`src/rtl/message_scroller_pkg.sv`:
```
`default_nettype none
// ============================================================================
// Module      : message_scroller_pkg
// Description : Shared constants for the message scroller. Holds the 3-bit
//               character codes, their active-low gfedcba segment patterns
//               and the default message ROM (H,E,L,L,O,blank, then blanks).
// Revision    : 1.0 - initial release
// ============================================================================
package message_scroller_pkg;

    // Character codes; codes 5..7 are unused and decode to blank.
    localparam logic [2:0] c_CH_H     = 3'd0;
    localparam logic [2:0] c_CH_E     = 3'd1;
    localparam logic [2:0] c_CH_L     = 3'd2;
    localparam logic [2:0] c_CH_O     = 3'd3;
    localparam logic [2:0] c_CH_BLANK = 3'd4;

    // Active-low segment patterns, bit order gfedcba.
    localparam logic [6:0] c_SEG_H     = 7'b0001001;
    localparam logic [6:0] c_SEG_E     = 7'b0000110;
    localparam logic [6:0] c_SEG_L     = 7'b1000111;
    localparam logic [6:0] c_SEG_O     = 7'b1000000;
    localparam logic [6:0] c_SEG_BLANK = 7'b1111111;

    // Message ROM sized for the largest supported message. Entry 0 is the
    // first character; entries beyond the default text are blank so any
    // MSG_LEN from 2 to 16 reads a well-defined message.
    localparam int c_ROM_DEPTH = 16;
    localparam logic [c_ROM_DEPTH-1:0][2:0] c_MSG_ROM = {
        {10{c_CH_BLANK}},
        c_CH_BLANK, c_CH_O, c_CH_L, c_CH_L, c_CH_E, c_CH_H
    };

endpackage
`default_nettype wire

```
`src/rtl/message_scroller_char_decoder.sv`:
```
`default_nettype none
// ============================================================================
// Module      : char_decoder
// Description : Combinational 3-bit character code to 7-segment decoder.
//               Ports:
//                 i_code [2:0] - character code
//                 o_seg  [6:0] - active-low segments, gfedcba
// Revision    : 1.0 - initial release
// ============================================================================
module char_decoder
    import message_scroller_pkg::*;
(
    input  logic [2:0] i_code,
    output logic [6:0] o_seg
);

    always_comb begin
        o_seg = c_SEG_BLANK;
        case (i_code)
            c_CH_H:  o_seg = c_SEG_H;
            c_CH_E:  o_seg = c_SEG_E;
            c_CH_L:  o_seg = c_SEG_L;
            c_CH_O:  o_seg = c_SEG_O;
            default: o_seg = c_SEG_BLANK;
        endcase
    end

endmodule
`default_nettype wire

```
`src/rtl/message_scroller.sv`:
```
`default_nettype none
// ============================================================================
// Module      : message_scroller
// Description : Scrolls a short message across NUM_DIGITS seven-segment
//               digits. Auto-scrolls one position every TICK_DIV cycles
//               while Enable is high; Step rising edges advance manually.
//               Ports:
//                 CLOCK_50 - clock, rising edge
//                 Reset    - synchronous active-high reset
//                 Enable   - 1 runs auto-scroll, 0 pauses
//                 Dir      - 0 scrolls left (offset up), 1 right (down)
//                 Step     - manual advance, acts on its rising edge
//                 HEX      - active-low segments, digit i at [7i+6:7i],
//                            digit 0 rightmost
//                 Offset   - current scroll position
// Revision    : 1.0 - initial release
// ============================================================================
module message_scroller
    import message_scroller_pkg::*;
#(
    parameter int NUM_DIGITS = 6,
    parameter int MSG_LEN    = 6,
    parameter int TICK_DIV   = 50_000_000
)(
    input  logic                       CLOCK_50,
    input  logic                       Reset,
    input  logic                       Enable,
    input  logic                       Dir,
    input  logic                       Step,
    output logic [7*NUM_DIGITS-1:0]    HEX,
    output logic [$clog2(MSG_LEN)-1:0] Offset
);

    localparam int c_OFF_W = $clog2(MSG_LEN);
    localparam int c_DIV_W = $clog2(TICK_DIV);

    localparam logic [c_OFF_W-1:0] c_OFF_MAX = c_OFF_W'(MSG_LEN - 1);
    localparam logic [c_DIV_W-1:0] c_DIV_MAX = c_DIV_W'(TICK_DIV - 1);

    localparam logic [0:0] c_ST_PAUSE = 1'b0;
    localparam logic [0:0] c_ST_RUN   = 1'b1;

    logic [0:0]              r_state;
    logic [c_DIV_W-1:0]      r_div;
    logic [c_OFF_W-1:0]      r_offset;
    logic                    r_step_q;
    logic [7*NUM_DIGITS-1:0] r_hex;

    logic                    w_tick;
    logic                    w_step_edge;
    logic                    w_advance;
    logic [c_OFF_W-1:0]      w_offset_next;
    logic [7*NUM_DIGITS-1:0] w_hex_next;

    assign w_tick      = (r_state == c_ST_RUN) && (r_div == c_DIV_MAX);
    assign w_step_edge = Step & ~r_step_q;
    // A tick and a Step edge in the same cycle still move the offset once.
    assign w_advance   = w_tick | w_step_edge;

    always_comb begin
        w_offset_next = r_offset;
        if (Dir) begin
            w_offset_next = (r_offset == '0) ? c_OFF_MAX : r_offset - 1'b1;
        end else begin
            w_offset_next = (r_offset == c_OFF_MAX) ? '0 : r_offset + 1'b1;
        end
    end

    // Digit i shows message[(Offset + NUM_DIGITS-1-i) mod MSG_LEN]; the
    // modulo also repeats the message when there are more digits than
    // characters.
    for (genvar gi = 0; gi < NUM_DIGITS; gi++) begin : g_digit
        logic [5:0] w_sum;
        logic [3:0] w_pos;
        logic [2:0] w_code;

        assign w_sum  = 6'(r_offset) + 6'(NUM_DIGITS - 1 - gi);
        assign w_pos  = 4'(w_sum % 6'(MSG_LEN));
        assign w_code = c_MSG_ROM[w_pos];

        char_decoder u_char_decoder (
            .i_code (w_code),
            .o_seg  (w_hex_next[7*gi +: 7])
        );
    end

    always_ff @(posedge CLOCK_50) begin
        if (Reset) begin
            r_state  <= c_ST_PAUSE;
            r_div    <= '0;
            r_offset <= '0;
            r_step_q <= 1'b0;
            r_hex    <= '1;
        end else begin
            r_state  <= Enable ? c_ST_RUN : c_ST_PAUSE;
            r_step_q <= Step;

            // A manual step restarts the auto-scroll interval; a paused
            // divider keeps its count so RUN resumes mid-interval.
            if (w_step_edge) begin
                r_div <= '0;
            end else if (r_state == c_ST_RUN) begin
                r_div <= (r_div == c_DIV_MAX) ? '0 : r_div + 1'b1;
            end

            if (w_advance) begin
                r_offset <= w_offset_next;
            end

            // Decoded from the current offset, so HEX trails Offset by one.
            r_hex <= w_hex_next;
        end
    end

    assign HEX    = r_hex;
    assign Offset = r_offset;

endmodule
`default_nettype wire

```
`config.mk`:
```
export PLATFORM = sky130hd
export DESIGN_NAME = message_scroller
export DESIGN_NICKNAME = d
export VERILOG_FILES = /design/src/rtl/message_scroller_pkg.sv /design/src/rtl/message_scroller_char_decoder.sv /design/src/rtl/message_scroller.sv
export SDC_FILE = /design/constraint.sdc
export NUM_CORES = 1
export LEC_CHECK = 0
export CAP_MARGIN = 0
export CORE_MARGIN = 1
export CORE_UTILIZATION = 35
export CTS_BUF_LIST = sky130_fd_sc_hd__clkbuf_4 sky130_fd_sc_hd__clkbuf_8
export CTS_CLUSTER_DIAMETER = 30
export CTS_CLUSTER_SIZE = 20
export DETAILED_ROUTE_END_ITERATION = 10
export PLACE_DENSITY = 0.53
export SETUP_SLACK_MARGIN = 0.05
export SKIP_CTS_REPAIR_TIMING = 1
export SYNTH_ARGS = -nofsm -noshare
export SYNTH_HDL_FRONTEND = slang
export SYNTH_HIERARCHICAL = 1
export SYNTH_SLANG_ARGS = --single-unit
export TNS_END_PERCENT = 20
```
`constraint.sdc`:
```
create_clock -name CLOCK_50 -period 6.5 [get_ports CLOCK_50]
set_clock_uncertainty 0.05 [all_clocks]
set_input_delay 1.3 -clock CLOCK_50 [delete_from_list [all_inputs] [get_ports CLOCK_50]]
set_output_delay 1.3 -clock CLOCK_50 [all_outputs]
set_load 0.01 [all_outputs]
```
==> flow_summary.html <==
<table>
<tr><th>Metric</th><th>Value</th></tr>
<tr><th colspan="2">Run status</th></tr>
<tr><td>Result of the run</td><td>finished, final reports clean</td></tr>
<tr><th colspan="2">Synth</th></tr>
<tr><td>Cell area after technology mapping</td><td>0.00396 mm^2</td></tr>
<tr><td>Post-synth EDFFs</td><td>0</td></tr>
<tr><td>Number of synthesis warnings</td><td>6</td></tr>
<tr><td>Proportion of netlist area held by the largest area contributor</td><td>0.369</td></tr>
<tr><td>Post-synthesis async set-or-reset flop share</td><td>0</td></tr>
<tr><td>Prevailing post-synth register cell</td><td>dfxtp_1</td></tr>
<tr><td>Top cell type by total area after synthesis</td><td>dfxtp_1</td></tr>
<tr><td>Share of synthesized area occupied by flip-flops and latches</td><td>0.369</td></tr>
<tr><td>Post-synthesis cell count</td><td>464</td></tr>
<tr><td>Mean Syn Cell Area</td><td>8.54 um^2</td></tr>
<tr><td>Nets in the synthesized netlist</td><td>491</td></tr>
<tr><td>Cell types with the largest area share after synthesis</td><td>dfxtp_1, ha_1, or2_2</td></tr>
<tr><td>Synth cell types</td><td>54</td></tr>
<tr><td>Post-synthesis sequential element count</td><td>73</td></tr>
<tr><th colspan="2">Cells and area</th></tr>
<tr><td>NumNets Final</td><td>516</td></tr>
<tr><td>ANT cells</td><td>0</td></tr>
<tr><td>Final cell area excluding filler cells</td><td>0.00466 mm^2</td></tr>
<tr><td>Area growth, synth to finish</td><td>17.6%</td></tr>
<tr><td>Fraction of final layout cells with drive strength greater than 1</td><td>0.152</td></tr>
<tr><th colspan="2">Timing</th></tr>
<tr><td>Setup_tns</td><td>0 ns</td></tr>
<tr><td>Final setup fails</td><td>0</td></tr>
<tr><td>Worst Tran Pin Value</td><td>0.843 ns</td></tr>
<tr><td>Max Slew Vio Count</td><td>0</td></tr>
<tr><td>RSZ-0062 raised after global routing</td><td>false</td></tr>
<tr><td>Worst-case headroom to the max-slew limit</td><td>0.436</td></tr>
<tr><td>Final hold violations</td><td>0</td></tr>
<tr><td>Time the worst path needs with I/O delays and setup</td><td>4.46 ns</td></tr>
<tr><td>Period utilisation layout</td><td>0.687</td></tr>
<tr><td>Final-layout worst hold slack</td><td>0.474 ns</td></tr>
<tr><td>Max Clk Rate</td><td>between 200 and 250 MHz</td></tr>
<tr><th colspan="2">Route</th></tr>
<tr><td>Iter 0 DRT Violations</td><td>104</td></tr>
<tr><td>Routed length per placed instance</td><td>12.0 um</td></tr>
<tr><td>Average via count per standard cell</td><td>roughly 4.7</td></tr>
<tr><td>Via count</td><td>around 3,000</td></tr>
<tr><td>Residual DRC count</td><td>0</td></tr>
<tr><td>Sum of routed wire length over all layers</td><td>~7.6 mm</td></tr>
<tr><td>Number of detailed-route iterations in the first pass</td><td>4</td></tr>
<tr><td>Residual antenna-violating net count after detailed routing</td><td>0</td></tr>
<tr><th colspan="2">Pwr</th></tr>
<tr><td>Pwr per Cell Area</td><td>277 mW/mm^2</td></tr>
<tr><td>Final Total Pwr</td><td>1.29 mW</td></tr>
<tr><td>Max rail drop VDD</td><td>0.000113 V</td></tr>
<tr><td>Leakage</td><td>1.79 nW</td></tr>
<tr><th colspan="2">Global routing</th></tr>
<tr><td>Pin count of the biggest net entering global routing</td><td>50</td></tr>
<tr><td>Global-route wire length before repair</td><td>12.4 mm</td></tr>
<tr><td>Global route total overflow</td><td>0</td></tr>
<tr><td>Via count of the first global-routing pass</td><td>2,688</td></tr>
<tr><td>Initial antenna violation count</td><td>0</td></tr>
<tr><td>Overall Global Routing Usage</td><td>0.138</td></tr>
<tr><th colspan="2">Critical path</th></tr>
<tr><td>Data required time at the worst endpoint</td><td>around 6.7 ns</td></tr>
<tr><td>Critical Path AT</td><td>approximately 4.7 ns</td></tr>
<tr><td>Maximum fanout encountered on the critical timing path</td><td>25</td></tr>
<tr><td>Type of origin of the critical path</td><td>register</td></tr>
<tr><td>Type of destination of the critical path</td><td>register</td></tr>
<tr><td>Type of the setup path with the least slack</td><td>reg2reg</td></tr>
<tr><th colspan="2">Floorplan</th></tr>
<tr><td>Die area</td><td>0.0117 mm^2</td></tr>
<tr><td>Die outline height</td><td>108 um</td></tr>
<tr><td>Initial core utilization</td><td>0.362</td></tr>
<tr><td>Die Width</td><td>between 100 and 150 um</td></tr>
<tr><td>Placeable Area</td><td>0.0109 mm^2</td></tr>
<tr><td>Row cnt</td><td>38</td></tr>
<tr><td>Top Ports</td><td>50</td></tr>
<tr><th colspan="2">Placement</th></tr>
<tr><td>Final RePlAce weighted congestion</td><td>approximately 0.77</td></tr>
<tr><td>Placed standard-cell area</td><td>0.00443 mm^2</td></tr>
<tr><td>Half-perimeter wire length of the detailed placement result</td><td>5.35 mm</td></tr>
<tr><td># port buffers</td><td>49</td></tr>
<tr><th colspan="2">Clock network</th></tr>
<tr><td>Sink count of the clock tree</td><td>73</td></tr>
<tr><td>Clock latency at the later pin of the worst-skew pair</td><td>about 0.35 ns</td></tr>
<tr><td>CTS Root Buffer Type</td><td>clkbuf_8</td></tr>
<tr><td>CTS H-tree depth</td><td>3</td></tr>
<tr><td>Reg clk slew, reported paths</td><td>0.08 ns</td></tr>
<tr><td>Clock tree from TritonCTS</td><td>done</td></tr>
<tr><td>Max Buffers Root-to-Sink</td><td>2</td></tr>
<tr><td>Number of buffers added by the clock tree synthesis step</td><td>9</td></tr>
<tr><th colspan="2">Job</th></tr>
<tr><td>Max-capacitance violation count</td><td>0</td></tr>
<tr><th colspan="2">Worst hold path</th></tr>
<tr><td>Min-Delay Path Class</td><td>reg2reg</td></tr>
</table>
==> stage by stage <==
stage	instances	utilization	setup WS, ns
2_1_floorplan	464	-	2.57
3_3_place_gp	618	0.405	2.21
3_5_place_dp	618	0.405	2.06
4_1_cts	634	0.426	2.04
5_1_grt	634	0.426	1.64
6_report	634	0.426	2.04
==> critical path, stage by stage (launching register included) <==
cell and delay (ns):
dfxtp_1 0.31, buf_4 0.27, ha_1 0.49, xor2_1 0.36
ha_1 0.37, a21oi_1 0.07, a211o_1 0.30, o21ai_1 0.14
inv_1 0.07, ha_1 0.35, nor2_1 0.12, nand3_1 0.08
o21ai_0 0.16, a22oi_1 0.11, o311a_1 0.15, o32ai_1 0.45
xnor2_1 0.17, nand2b_1 0.07, or2_2 0.26
==> flip-flops by register name, indices dropped and copies added, names as in the netlist <==
signal,count
HEX,42
Offset,3
r_div,26
r_state,1
r_step_q,1
==> cell usage in the layout (no fill, tap or decap), types with 4 or more instances in the layout <==
master	count
a211oi_1	5
a21oi_1	24
and3_1	5
clkbuf_8	10
clkdlybuf4s50_1	49
dfxtp_1	73
ha_1	22
inv_1	11
mux2i_1	5
nand2_1	29
nand2b_1	16
nand3_1	6
nand4_1	8
nor2_1	50
nor2b_1	12
nor3_1	6
o21ai_0	13
o21bai_1	6
o22a_1	4
o22ai_1	5
or2_1	6
or2_2	43
xnor2_1	24
xor2_1	19
==> logic make-up (layout without fill, tap and decap cells) <==
logic type                 count (synthesis)  in the layout  synth area share
adders and majority gates                 22             22            0.0695
AOI/OAI and AO/OA                         74             74             0.122
and+or+nand+nor                          195            195             0.260
muxes                                      5              5            0.0126
xor gates and xnor gates                  44             44            0.0992
DFF                                       73             73             0.369
buffers and inverters                     51             81            0.0679
==> synthesized netlist by cell type, drive strengths merged (2+ instances only) <==
cell type	instances
a211oi	5
a21o	2
a21oi	26
a22oi	2
and2	2
and3	7
buf	24
clkbuf	14
dfxtp	73
ha	22
inv	13
mux2i	5
nand2	29
nand2b	16
nand3	6
nand4	8
nor2	51
nor2b	12
nor3	7
nor4	3
o21ai	14
o21bai	6
o22a	4
o22ai	5
or2	50
xnor2	24
xor2	20
==> cell type report <==
cell class | count | area (um^2)
Tap cell | 140 | 175
Sequential cell | 73 | 1460
Fill cell | 1119 | 6280
Timing Repair Buffer | 52 | 513
Multi-Input combinational cell | 340 | 2230
Clock buffer | 10 | 138
Inverter | 13 | 48.8
Clock inverter | 6 | 90.1
==> where the power goes <==
| group | leakage [nW] | switching (mW) | internal (mW) | total (mW) |
|---|---|---|---|---|
| Sequential | 0.600 | 0.0141 | 0.495 | 0.509 |
| Combinational | 1.07 | 0.180 | 0.197 | 0.377 |
| Clock | 0.113 | 0.177 | 0.228 | 0.405 |
==> layer usage <==
metal	up-vias	track usage	routed length, um	part of all wire
met3	10	0.0356	250	0.033
met2	38	0.218	3430	0.45
met5	-	0	0	0
met1	1370	0.173	3760	0.49
li1	1580	-	-	-
met4	0	0.0676	150	0.020
==> final timing paths <==
path                     startpoint                      to  slack, ns  cells past startpoint
max reg2reg  Offset[0]$_SDFFE_PP0P_      HEX[29]$_SDFF_PP1_       2.04                     18
min reg2reg  r_div[15]$_SDFFE_PP0P_  r_div[15]$_SDFFE_PP0P_       0.47                      2
max          Offset[0]$_SDFFE_PP0P_      HEX[29]$_SDFF_PP1_       2.04                     18
min          r_div[15]$_SDFFE_PP0P_  r_div[15]$_SDFFE_PP0P_       0.47                      2
Power figures use the tool's default switching activity.
